`src/rtl/alu_op_sequencer.sv`:
```
// Purpose : per-Bennett-cycle sequencer that decodes a 3-bit ALU opcode into held
//           select/control lines and fires one ALU_O/A capture pulse at the Bennett peak.
// Latency : controls appear 1 clk after the first instFlag rise following acceptance; done
//           pulses 1 clk after the HOLD_CYCLES-th subsequent rise.
// Backpressure: op_ready is low from the clk after acceptance until the clk after done;
//           op_valid is ignored while an op is in flight.
//
// Ports:
//   clk, reset              system clock (shared with bennett_clock), async active-high reset
//   instFlag                Bennett cycle boundary flag; only its rising edge is used
//   clkpos/clkneg [WIDTH]   Bennett phases; peak = all clkpos high and all clkneg low
//   op_valid/op_code/op_ready  opcode handshake (0 ADD,1 SUB,2 SLT,3 AND,4 OR,5 PASSB,6 PCINC,7 IMM)
//   ALU_Control1/0, A_mux, B_mux1/0, Adder_Cin, SUB, STL, mux3_1/0   decoded ALU controls
//   ALU_O_Fclkpos, A_Fclkpos   single-clk capture pulse at the first peak of an op
//   busy, done, missed_peak    op status; missed_peak accompanies done when no peak was seen

module alu_op_sequencer #(
    parameter int WIDTH       = 13,
    parameter int HOLD_CYCLES = 1
) (
    input  logic             clk,
    input  logic             reset,
    input  logic             instFlag,
    input  logic [WIDTH-1:0] clkpos,
    input  logic [WIDTH-1:0] clkneg,
    input  logic             op_valid,
    input  logic [2:0]       op_code,
    output logic             op_ready,
    output logic             ALU_Control0,
    output logic             ALU_Control1,
    output logic             A_mux,
    output logic             B_mux0,
    output logic             B_mux1,
    output logic             Adder_Cin,
    output logic             SUB,
    output logic             STL,
    output logic             mux3_0,
    output logic             mux3_1,
    output logic             ALU_O_Fclkpos,
    output logic             A_Fclkpos,
    output logic             busy,
    output logic             done,
    output logic             missed_peak
);

    localparam int CNT_W = (HOLD_CYCLES < 2) ? 1 : $clog2(HOLD_CYCLES + 1);

    typedef enum logic [1:0] {
        ST_IDLE = 2'd0,
        ST_ARM  = 2'd1,
        ST_EVAL = 2'd2,
        ST_DONE = 2'd3
    } state_t;

    // Field order matches the decode table columns.
    typedef struct packed {
        logic c1;
        logic c0;
        logic a_mux;
        logic b_mux1;
        logic b_mux0;
        logic cin;
        logic sub;
        logic stl;
        logic mux3_1;
        logic mux3_0;
    } ctrl_t;

    function automatic ctrl_t decode(input logic [2:0] code);
        ctrl_t c;
        case (code)
            3'd0:    c = 10'b10_1_11_000_00;  // ADD
            3'd1:    c = 10'b10_1_11_110_00;  // SUB
            3'd2:    c = 10'b10_1_11_111_00;  // SLT
            3'd3:    c = 10'b00_1_11_000_00;  // AND
            3'd4:    c = 10'b01_1_11_000_00;  // OR
            3'd5:    c = 10'b11_0_11_000_00;  // PASSB
            3'd6:    c = 10'b10_0_00_100_01;  // PCINC
            default: c = 10'b11_0_00_000_10;  // IMM
        endcase
        return c;
    endfunction

    state_t             state_q, state_d;
    logic [2:0]         opcode_q, opcode_d;
    ctrl_t              ctrl_q, ctrl_d;
    logic [CNT_W-1:0]   hold_cnt_q, hold_cnt_d;
    logic               fired_q, fired_d;
    logic               pulse_q, pulse_d;
    logic               ready_q, ready_d;
    logic               busy_q, busy_d;
    logic               done_q, done_d;
    logic               missed_q, missed_d;
    logic               inst_flag_q;

    logic               rise;
    logic               peak;
    logic               last_rise;

    assign rise      = instFlag & ~inst_flag_q;
    assign peak      = (&clkpos) & ~(|clkneg);
    assign last_rise = rise && (hold_cnt_q == CNT_W'(1));

    always_comb begin
        state_d    = state_q;
        opcode_d   = opcode_q;
        ctrl_d     = ctrl_q;
        hold_cnt_d = hold_cnt_q;
        fired_d    = fired_q;
        ready_d    = ready_q;
        busy_d     = busy_q;
        pulse_d    = 1'b0;
        done_d     = 1'b0;
        missed_d   = 1'b0;

        case (state_q)
            ST_IDLE: begin
                // A rise coinciding with acceptance is deliberately not looked at here;
                // ARM only reacts to rises it samples itself.
                if (op_valid && ready_q) begin
                    opcode_d = op_code;
                    ready_d  = 1'b0;
                    busy_d   = 1'b1;
                    state_d  = ST_ARM;
                end
            end
            ST_ARM: begin
                if (rise) begin
                    ctrl_d     = decode(opcode_q);
                    hold_cnt_d = CNT_W'(HOLD_CYCLES);
                    fired_d    = 1'b0;
                    state_d    = ST_EVAL;
                end
            end
            ST_EVAL: begin
                // Never fire on the clk whose rise tears the controls down, so the
                // capture pulse can never overlap a control change.
                if (peak && !fired_q && !last_rise) begin
                    pulse_d = 1'b1;
                    fired_d = 1'b1;
                end
                if (rise) begin
                    hold_cnt_d = hold_cnt_q - CNT_W'(1);
                    if (last_rise) begin
                        ctrl_d   = '0;
                        busy_d   = 1'b0;
                        done_d   = 1'b1;
                        missed_d = ~fired_q;
                        state_d  = ST_DONE;
                    end
                end
            end
            ST_DONE: begin
                ready_d = 1'b1;
                state_d = ST_IDLE;
            end
            default: begin
                ctrl_d  = '0;
                busy_d  = 1'b0;
                ready_d = 1'b1;
                state_d = ST_IDLE;
            end
        endcase
    end

    always_ff @(posedge clk or posedge reset) begin
        if (reset) begin
            state_q     <= ST_IDLE;
            opcode_q    <= '0;
            ctrl_q      <= '0;
            hold_cnt_q  <= '0;
            fired_q     <= 1'b0;
            pulse_q     <= 1'b0;
            ready_q     <= 1'b1;
            busy_q      <= 1'b0;
            done_q      <= 1'b0;
            missed_q    <= 1'b0;
            // Reset high so an instFlag already high at release is not seen as a rise.
            inst_flag_q <= 1'b1;
        end else begin
            state_q     <= state_d;
            opcode_q    <= opcode_d;
            ctrl_q      <= ctrl_d;
            hold_cnt_q  <= hold_cnt_d;
            fired_q     <= fired_d;
            pulse_q     <= pulse_d;
            ready_q     <= ready_d;
            busy_q      <= busy_d;
            done_q      <= done_d;
            missed_q    <= missed_d;
            inst_flag_q <= instFlag;
        end
    end

    assign op_ready      = ready_q;
    assign ALU_Control1  = ctrl_q.c1;
    assign ALU_Control0  = ctrl_q.c0;
    assign A_mux         = ctrl_q.a_mux;
    assign B_mux1        = ctrl_q.b_mux1;
    assign B_mux0        = ctrl_q.b_mux0;
    assign Adder_Cin     = ctrl_q.cin;
    assign SUB           = ctrl_q.sub;
    assign STL           = ctrl_q.stl;
    assign mux3_1        = ctrl_q.mux3_1;
    assign mux3_0        = ctrl_q.mux3_0;
    assign ALU_O_Fclkpos = pulse_q;
    assign A_Fclkpos     = pulse_q;
    assign busy          = busy_q;
    assign done          = done_q;
    assign missed_peak   = missed_q;

endmodule

```
`config.mk`:
```
export PLATFORM = sky130hd
export DESIGN_NAME = alu_op_sequencer
export DESIGN_NICKNAME = d
export VERILOG_FILES = /design/src/rtl/alu_op_sequencer.sv
export SDC_FILE = /design/constraint.sdc
export NUM_CORES = 1
export LEC_CHECK = 0
export ABC_AREA = 1
export BUFFER_PORTS_ARGS = -buffer_cell sky130_fd_sc_hd__buf_4
export CAP_MARGIN = 10
export CORE_UTILIZATION = 32
export CTS_CLUSTER_DIAMETER = 30
export DETAILED_ROUTE_END_ITERATION = 16
export GPL_ROUTABILITY_DRIVEN = 0
export MAX_ROUTING_LAYER = met4
export REMOVE_ABC_BUFFERS = 1
export SETUP_SLACK_MARGIN = 0.3
export SYNTH_ARGS = -nofsm -noshare
export SYNTH_HDL_FRONTEND = slang
export SYNTH_SLANG_ARGS = --single-unit
```
`constraint.sdc`:
```
create_clock -name clk -period 1.3 [get_ports clk]
set_input_delay 0.13 -clock clk [delete_from_list [all_inputs] [get_ports clk]]
set_output_delay 0.13 -clock clk [all_outputs]
set_load 0.03 [all_outputs]
```
==> results of run 1 <==
[repair_timing]
action                                 in CTS  in global routing
setup endpoints to repair                  22                 24
setup buffers                               4                  4
gates resized for setup                    18                 14
endpoints found under the hold margin      21                  0
pin swaps                                   5                  7
hold buffers                                2                  0
cloned                                      0                  1
[logic make-up after synthesis]
group | after synthesis | share of synthesized area [%]
flops | 22 | 45.9
fa+ha+maj | 5 | 5.20
simple gates | 82 | 29.6
compound gates | 16 | 9.46
buf+inv | 23 | 9.77
[cell type report]
| class | instances | area, µm² | area share (%) |
|---|---|---|---|
| Clock buffer | 4 | 55.1 | 2.84 |
| Inverter | 19 | 73.8 | 3.81 |
| Multi-Input combinational cell | 103 | 631 | 32.5 |
| Sequential cell | 22 | 554 | 28.6 |
| Tap cell | 46 | 57.6 | 2.97 |
| Timing Repair Buffer | 70 | 568 | 29.3 |
[how the worst min path moves through the flow]
stage	startpoint	endpoint	cells after the start
after detailed placement	reset	A_mux	3
after global routing	op_code[1]	opcode_q[1]	3
after floorplan	reset	ALU_Control0	1
final	op_code[1]	opcode_q[1]	3
after CTS	op_code[1]	opcode_q[1]	3
after global placement	reset	A_mux	3
[routing by layer]
layer	track usage (%)	part of all wire, %
met5	-	0
met4	5.11	0.62
met3	2.72	5.1
met2	27.3	53
met1	16.0	41
[synth_stat cells]
cell type,number
nor3_1,1
nor2_1,26
nor2_4,1
ha_1,5
or2_1,1
a22o_1,1
nand3b_1,1
buf_12,1
nand2_2,6
buf_6,1
o21ai_2,7
and2_1,1
a21oi_1,3
nand2_1,38
dfrtp_1,20
o21ai_0,3
inv_1,17
o21ai_1,1
a21oi_2,1
nand3_1,5
inv_2,2
nand4_1,1
dfstp_2,2
buf_4,2
nand2_4,1
[tightest hold or removal path, cell delays in order]
cell and delay, ns:
buf_4 0.08, nand2_1 0.04, nand2_1 0.05
[report_power, final]
group | total, mW | leakage (nW) | internal, mW | switching [mW]
clock | 0.477 | 0.0288 | 0.269 | 0.207
combinational | 2.41 | 0.719 | 1.11 | 1.30
sequential | 1.18 | 0.274 | 0.954 | 0.223
total | 4.07 | 1.02 | 2.34 | 1.73
==> results_dict.tcl, run 1 <==
set metrics [dict create \
    worstPathRequired_ns 1.45 \
    path_class "register to register" \
    fin_ws_ns -0.0113 \
    worst-path-buf-inv 3 \
    core_region_area_um2 3470 \
    yosys_warnings 0 \
    synth_area_leaders "dfrtp_1 (42%), nand2_1 (12%), nor2_1 (8.1%)" \
    largest_reg_flops 3 \
    initial_core_util_pct 34.7 \
    design.die.area_um2 4010 \
    clk_latency_ns 0.25 \
    cts_buffer_depth 2 \
    whs_ns 0.0676 \
    dp.cells 249 \
    vias 1167 \
    grt_max_degree 23 \
    syn_inst 148 \
    crit_fanout 6 \
    layout-drive-gt1-share_pct 52.3 \
    portBuffers 48 \
    rsz0062_at_grt "true" \
    critical-path-top-delay-family "flip-flops" \
    worst-r2r-setup-slack_ns -0.01 \
    rows 21 \
    r2r-end "mux3_1" \
    finalCriticalPeriod_ns 1.31 \
    endpoint_kind "register" \
    dr.pass1.iters 4 \
    slowest_stage "dfrtp_2" \
    area_growth_pct 61.1 \
    power_leakage_nw 1.02 \
    grt_usage_pct 15.0 \
    cts_tree "yes" \
    die_y_um 63.3 \
    startpoint "state_q[0]" \
    ant_nets 0 \
    wl_mm 2.73 \
    crit_top_cell "inv_2" \
    antenna_cells 0 \
    die_x_um 63.3 \
    finalInstanceArea_um2 1940 \
    yosysUniqueCellTypes 25 \
    grt_pass1_wl_mm 4.61 \
    fin_cells 264 \
    clk_pin_slew_ns 0.08 \
    cts.sinks 22 \
    cap_viol_max_count 0 \
    timing.fmax_mhz 763 \
    power_mw 4.07 \
    synth.cell_area_um2 1200 \
    dpl_cell_area_um2 1670 \
    crit_cells 8 \
    fin_nets 257 \
    ctsHtreeMaxLevel 1 \
    boundaryPins 49 \
    wire_per_inst_um 10.3 \
    crit_chain "inv_2, ha_4, o21ai_4, inv_2, nand2_4, clkbuf_16, nand2_2, o21ai_2" \
    period_share_pct 101 \
    drc_errors 0 \
    grt_antenna_before_repair 0 \
    yosys.area.top_type "dfrtp_1" \
    hold_viol_final 0 \
    netlist.area_leader.share_pct 41.6 \
    drt_iter0_markers 34 \
    violations "negative setup slack" \
    worst_slew_pin_slew_ns 0.290 \
    worst_ep_arrival_time_ns 1.46 \
    cp-start-kind "register" \
    rr_worst_depth 8 \
    syn_area_per_cell_um2 8.13 \
    drv_slew 0 \
    critPathMaxStageDelay_ns 0.45 \
    pwr_density_cell_nw_per_um2 2100 \
    grt_pass1_vias 1179 \
    layout_common_cells "buf_4 (64), nand2_1 (33), nor2_1 (20)" \
    synth-seq-area-share_pct 45.9 \
    post-route-util_pct 55.9 \
    worst_hold_path_type "input pin to register" \
    fin_tns_setup_ns -0.0218 \
    outcome "finished, violations left" \
    timing.rr.start "state_q[0]" \
    setup_violations 3 \
    cts_root_buf "clkbuf_8" \
    top_register "opcode_q" \
    finClkSkew_ns 0.00127 \
    grt_overflow 0 \
    slew_headroom_pct 80.7 \
    place_hpwl_mm 2.00 \
    mostFrequentLayoutCell "buf_4" \
    cts_made_buffers 3 \
    peakVddDrop_mv 1.03 \
    routed_via_density 4.42 \
    ys_ff_latch 22 \
    endpoint "mux3_1" \
    fill_cells 320 \
    pre_cts_slack_ns -0.0893 \
    reg_top3 "opcode_q x3, state_q x2" \
]
Note: power is estimated with default switching activity, not from simulation.
==> run 2, diff against run 1 <==
BUFFER_PORTS_ARGS = -buffer_cell sky130_fd_sc_hd__buf_2   (was -buffer_cell sky130_fd_sc_hd__buf_4)
==> results_dict.tcl, run 2 (synthesis gave the netlist of run 1 again) <==
set metrics [dict create \
    core_region_area_um2 3470 \
    layout_common_cells "buf_2 (38), nand2_1 (33), dfrtp_1 (20), nor2_1 (20), buf_4 (20)" \
    period_share_pct 105 \
    wl_mm 2.70 \
    vias 1165 \
    worstPathRequired_ns 1.46 \
    finalInstanceArea_um2 1940 \
    ff_latch_area_um2 553 \
    grt_pass1_vias 1116 \
    portBuffers 48 \
    cts_root_buf "clkbuf_8" \
    worst-r2r-setup-slack_ns -0.07 \
    place_hpwl_mm 1.89 \
    hold_viol_final 0 \
    layout-drive-gt1-share_pct 53.6 \
    mostFrequentLayoutCell "buf_2" \
    grt_max_degree 23 \
    wire_per_inst_um 10.0 \
    crit_fanout 5 \
    top_register "opcode_q" \
    ctsHtreeMaxLevel 1 \
    grt_overflow 0 \
    path_class "register to register" \
    worst_ep_arrival_time_ns 1.53 \
    finalCriticalPeriod_ns 1.37 \
    largest_reg_flops 3 \
    use_met1_pct 15.8 \
    endpoint "Adder_Cin" \
    cts.sinks 22 \
    antenna_cells 0 \
    initial_core_util_pct 34.7 \
    multi_input_area_um2 666 \
    endpoint_kind "register" \
    timing.fmax_mhz 731 \
    power_leakage_nw 1.04 \
    clk_pin_slew_ns 0.08 \
    cts_buffer_depth 2 \
    cts_tree "yes" \
    slew_headroom_pct 81.2 \
    setup_violations 9 \
    design.die.area_um2 4010 \
    ant_nets 0 \
    clk_latency_ns 0.26 \
    grtUsageMet2_pct 26.9 \
    cts_made_buffers 3 \
    grt_util_met3_pct 2.90 \
    routed_via_density 4.31 \
    outcome "finished, violations left" \
    grt_usage_pct 14.9 \
    boundaryPins 49 \
    drc_errors 0 \
    fin_ws_ns -0.0685 \
    cap_viol_max_count 0 \
    busiest_layer "met2" \
    area_growth_pct 61.5 \
    r2r-end "Adder_Cin" \
    violations "negative setup slack" \
    worst_hold_path_type "input pin to register" \
    rsz0062_at_grt "true" \
    die_x_um 63.3 \
    peakVddDrop_mv 0.810 \
    pre_cts_slack_ns -0.125 \
    dr.pass1.iters 4 \
    drv_slew 0 \
    grt_antenna_before_repair 0 \
    drt_iter0_markers 52 \
    fin_nets 263 \
    reg_top3 "opcode_q x3, state_q x2" \
    fill_cells 346 \
    startpoint "state_q[0]" \
    finClkSkew_ns 0.00354 \
    grt_pass1_wl_mm 4.57 \
    timing.rr.start "state_q[0]" \
    cp-start-kind "register" \
    rows 21 \
    worst_slew_pin_slew_ns 0.282 \
    pwr_density_cell_nw_per_um2 2170 \
    die_y_um 63.3 \
    dpl_cell_area_um2 1570 \
    rr_worst_depth 8 \
]
-- run 2: report_power, final --
| part | total, mW | leakage, nW | switching, mW | internal [mW] |
|---|---|---|---|---|
| logic | 2.58 | 0.738 | 1.39 | 1.19 |
| registers | 1.14 | 0.275 | 0.187 | 0.950 |
| clock network | 0.500 | 0.0288 | 0.230 | 0.270 |
-- run 2: per-stage QoR --
step / instances / hold slack, ns / utilization (%) / total power [mW] / TNS [ns]
finish: 270 / 0.0552 / 56.1 / 4.22 / -0.367
global route: 270 / 0.0784 / 56.1 / 4.58 / -1.45
floorplan: 144 / 0.118 / - / 2.33 / -0.518
global placement: 252 / 0.180 / 45.3 / 3.01 / -0.626
detailed placement: 252 / 0.181 / 45.3 / 3.03 / -1.38
CTS: 261 / 0.0517 / 51.9 / 3.88 / -0.419
-- run 2: worst max-delay path, stage by stage, from the launching register on --
cell,delay [ns]
dfrtp_1,0.40
buf_6,0.13
ha_4,0.16
o21ai_2,0.15
inv_2,0.07
nand2_4,0.12
inv_2,0.07
nor2_2,0.13
a21oi_2,0.04
-- run 2: how the worst min path moves through the flow --
stage,from,endpoint,cells after the start
5_1_grt,op_code[0],opcode_q[0],3
3_5_place_dp,reset,ALU_Control1,3
6_report,op_code[1],opcode_q[1],3
2_1_floorplan,reset,ALU_Control0,1
4_1_cts,op_code[1],opcode_q[1],3
3_3_place_gp,reset,B_mux1,3
-- run 2: final cells by class --
class                      instances  share of cell area, %
inverter                          19                   3.80
sequential                        22                   28.4
timing repair buffer              76                   27.7
clock buffer                       4                   2.83
multi-input combinational        103                   34.2
tap                               46                   2.96
-- run 2: per-layer routing --
metal	wire length, µm	part of all wire, %
met5	0	0
met4	27	1.0
met3	128	4.7
met2	1450	53
met1	1100	41
-- run 2: repair_timing --
action / CTS / global route
gates resized for setup: 29 / 27
gates cloned: 1 / 0
buffers inserted: 2 / 9
hold endpoints to repair: 21 / 0
pin swaps: 4 / 5
setup endpoints to repair: 22 / 32
hold buffers: 2 / 0
==> run 3, diff against run 2 <==
MAX_ROUTING_LAYER = default   (was met4)
==> results_dict.tcl, run 3 (synthesis gave the netlist of run 1 again) <==
set metrics [dict create \
    worstPathRequired_ns 1.46 \
    fin_nets 263 \
    worst-path-buf-inv 3 \
    slew_headroom_pct 81.2 \
    crit_chain "buf_6, ha_4, o21ai_2, inv_2, nand2_4, inv_2, nor2_2, a21oi_2" \
    power_leakage_nw 1.04 \
    routed_via_density 4.31 \
    top_register "opcode_q" \
    mostFrequentLayoutCell "buf_2" \
    reg_top3 "opcode_q x3, state_q x2" \
    portBuffers 48 \
    place_hpwl_mm 1.89 \
    core_region_area_um2 3470 \
    worst-r2r-setup-slack_ns -0.07 \
    clk_latency_ns 0.26 \
    die_x_um 63.3 \
    grt_overflow 0 \
    critical-path-top-delay-family "flip-flops" \
    path_class "register to register" \
    worst_ep_arrival_time_ns 1.53 \
    drc_errors 0 \
    finalCriticalPeriod_ns 1.37 \
    peakVddDrop_mv 0.811 \
    grt_antenna_before_repair 0 \
    ctsHtreeMaxLevel 1 \
    worst_slew_pin_slew_ns 0.281 \
    layout-drive-gt1-share_pct 53.6 \
    largest_reg_flops 3 \
    timing.fmax_mhz 730 \
    die_y_um 63.3 \
    cap_viol_max_count 0 \
    grt_usage_pct 14.5 \
    layout_common_cells "buf_2 (38), nand2_1 (33), dfrtp_1 (20), nor2_1 (20), buf_4 (20)" \
    outcome "finished, violations left" \
    cts_made_buffers 3 \
    worst_hold_path_type "input pin to register" \
    drt_iter0_markers 38 \
    critPathMaxStageDelay_ns 0.40 \
    drv_slew 0 \
    slowest_stage "dfrtp_1" \
    cts_buffer_depth 2 \
    cts_tree "yes" \
    setup_violations 9 \
    whs_ns 0.0549 \
    area_growth_pct 61.5 \
    cts_root_buf "clkbuf_8" \
    endpoint_kind "register" \
    vias 1163 \
    grt_pass1_wl_mm 4.58 \
    finClkSkew_ns 0.00383 \
    grt_max_degree 23 \
    power_mw 4.22 \
    fill_cells 346 \
    dr.pass1.iters 4 \
    violations "negative setup slack" \
    initial_core_util_pct 34.7 \
    design.die.area_um2 4010 \
    wire_per_inst_um 10.0 \
    crit_top_cell "inv_2" \
    wl_mm 2.70 \
    post-route-util_pct 56.1 \
    period_share_pct 105 \
    ant_nets 0 \
    cts.sinks 22 \
    grt_pass1_vias 1116 \
    clk_pin_slew_ns 0.08 \
    boundaryPins 49 \
    cp-start-kind "register" \
    crit_fanout 5 \
    fin_ws_ns -0.0693 \
    rsz0062_at_grt "true" \
    rows 21 \
    antenna_cells 0 \
    hold_viol_final 0 \
    pwr_density_cell_nw_per_um2 2170 \
]
run 3: cell counts in the layout (fill, tap and decap cells not counted):
No cell type changed its count.
run 3: worst register-to-register path, stage by stage, from the launching register on:
cell     delay [ns]
dfrtp_1        0.40
buf_6          0.13
ha_4           0.16
o21ai_2        0.15
inv_2          0.07
nand2_4        0.12
inv_2          0.07
nor2_2         0.13
a21oi_2        0.04
run 3: cell type report:
cell class                 count  area (µm²)  share of cell area (%)
inverter                      19        73.8                    3.80
tap                           46        57.6                    2.96
clock buffer                   4        55.1                    2.83
sequential                    22         553                    28.4
multi-input combinational    103         666                    34.2
timing repair buffer          76         539                    27.7
run 3: path summary, 6_finish.rpt:
| kind | startpoint | endpoint | cells after the start |
|---|---|---|---|
| worst max-delay path | state_q[0] | Adder_Cin | 8 |
| worst min-delay path | op_code[1] | opcode_q[1] | 3 |
| worst max register to register | state_q[0] | Adder_Cin | 8 |
| worst min register to register | fired_q | missed_peak | 1 |
| max in group asynchronous | reset | inst_flag_q | 4 |
| min in group asynchronous | reset | ALU_Control1 | 4 |
run 3: report_power, final:
group          switching, mW  leakage, nW  internal, mW
sequential             0.187        0.275         0.950
combinational           1.39        0.738          1.19
clock                  0.230       0.0288         0.270
total                   1.81         1.04          2.41
run 3: routing by layer:
layer	vias up	GRT usage, %	share of wire (%)
met4	0	6.25	1.0
met2	38	26.9	53
li1	608	-	-
met5	-	0	0
met1	515	15.8	41
met3	2	2.90	5.0
run 3: timing repair:
item                                    4_1_cts  5_1_grt
pin swaps                                     4        5
hold buffers                                  2        0
gates cloned                                  1        0
gates resized for setup                      29       27
setup buffers                                 2        9
endpoints found under the hold margin        21        0
endpoints found under the setup margin       22       32
run 3: metrics by stage:
step	TNS, ns	std cells	setup WS [ns]	cell area, µm²
final	-0.381	270	-0.0693	1940
after global routing	-1.45	270	-0.151	1940
after CTS	-0.419	261	-0.0580	1800
after detailed placement	-1.38	252	-0.125	1570
after global placement	-0.626	252	-0.0761	1570
after floorplan	-0.518	144	-0.168	1160
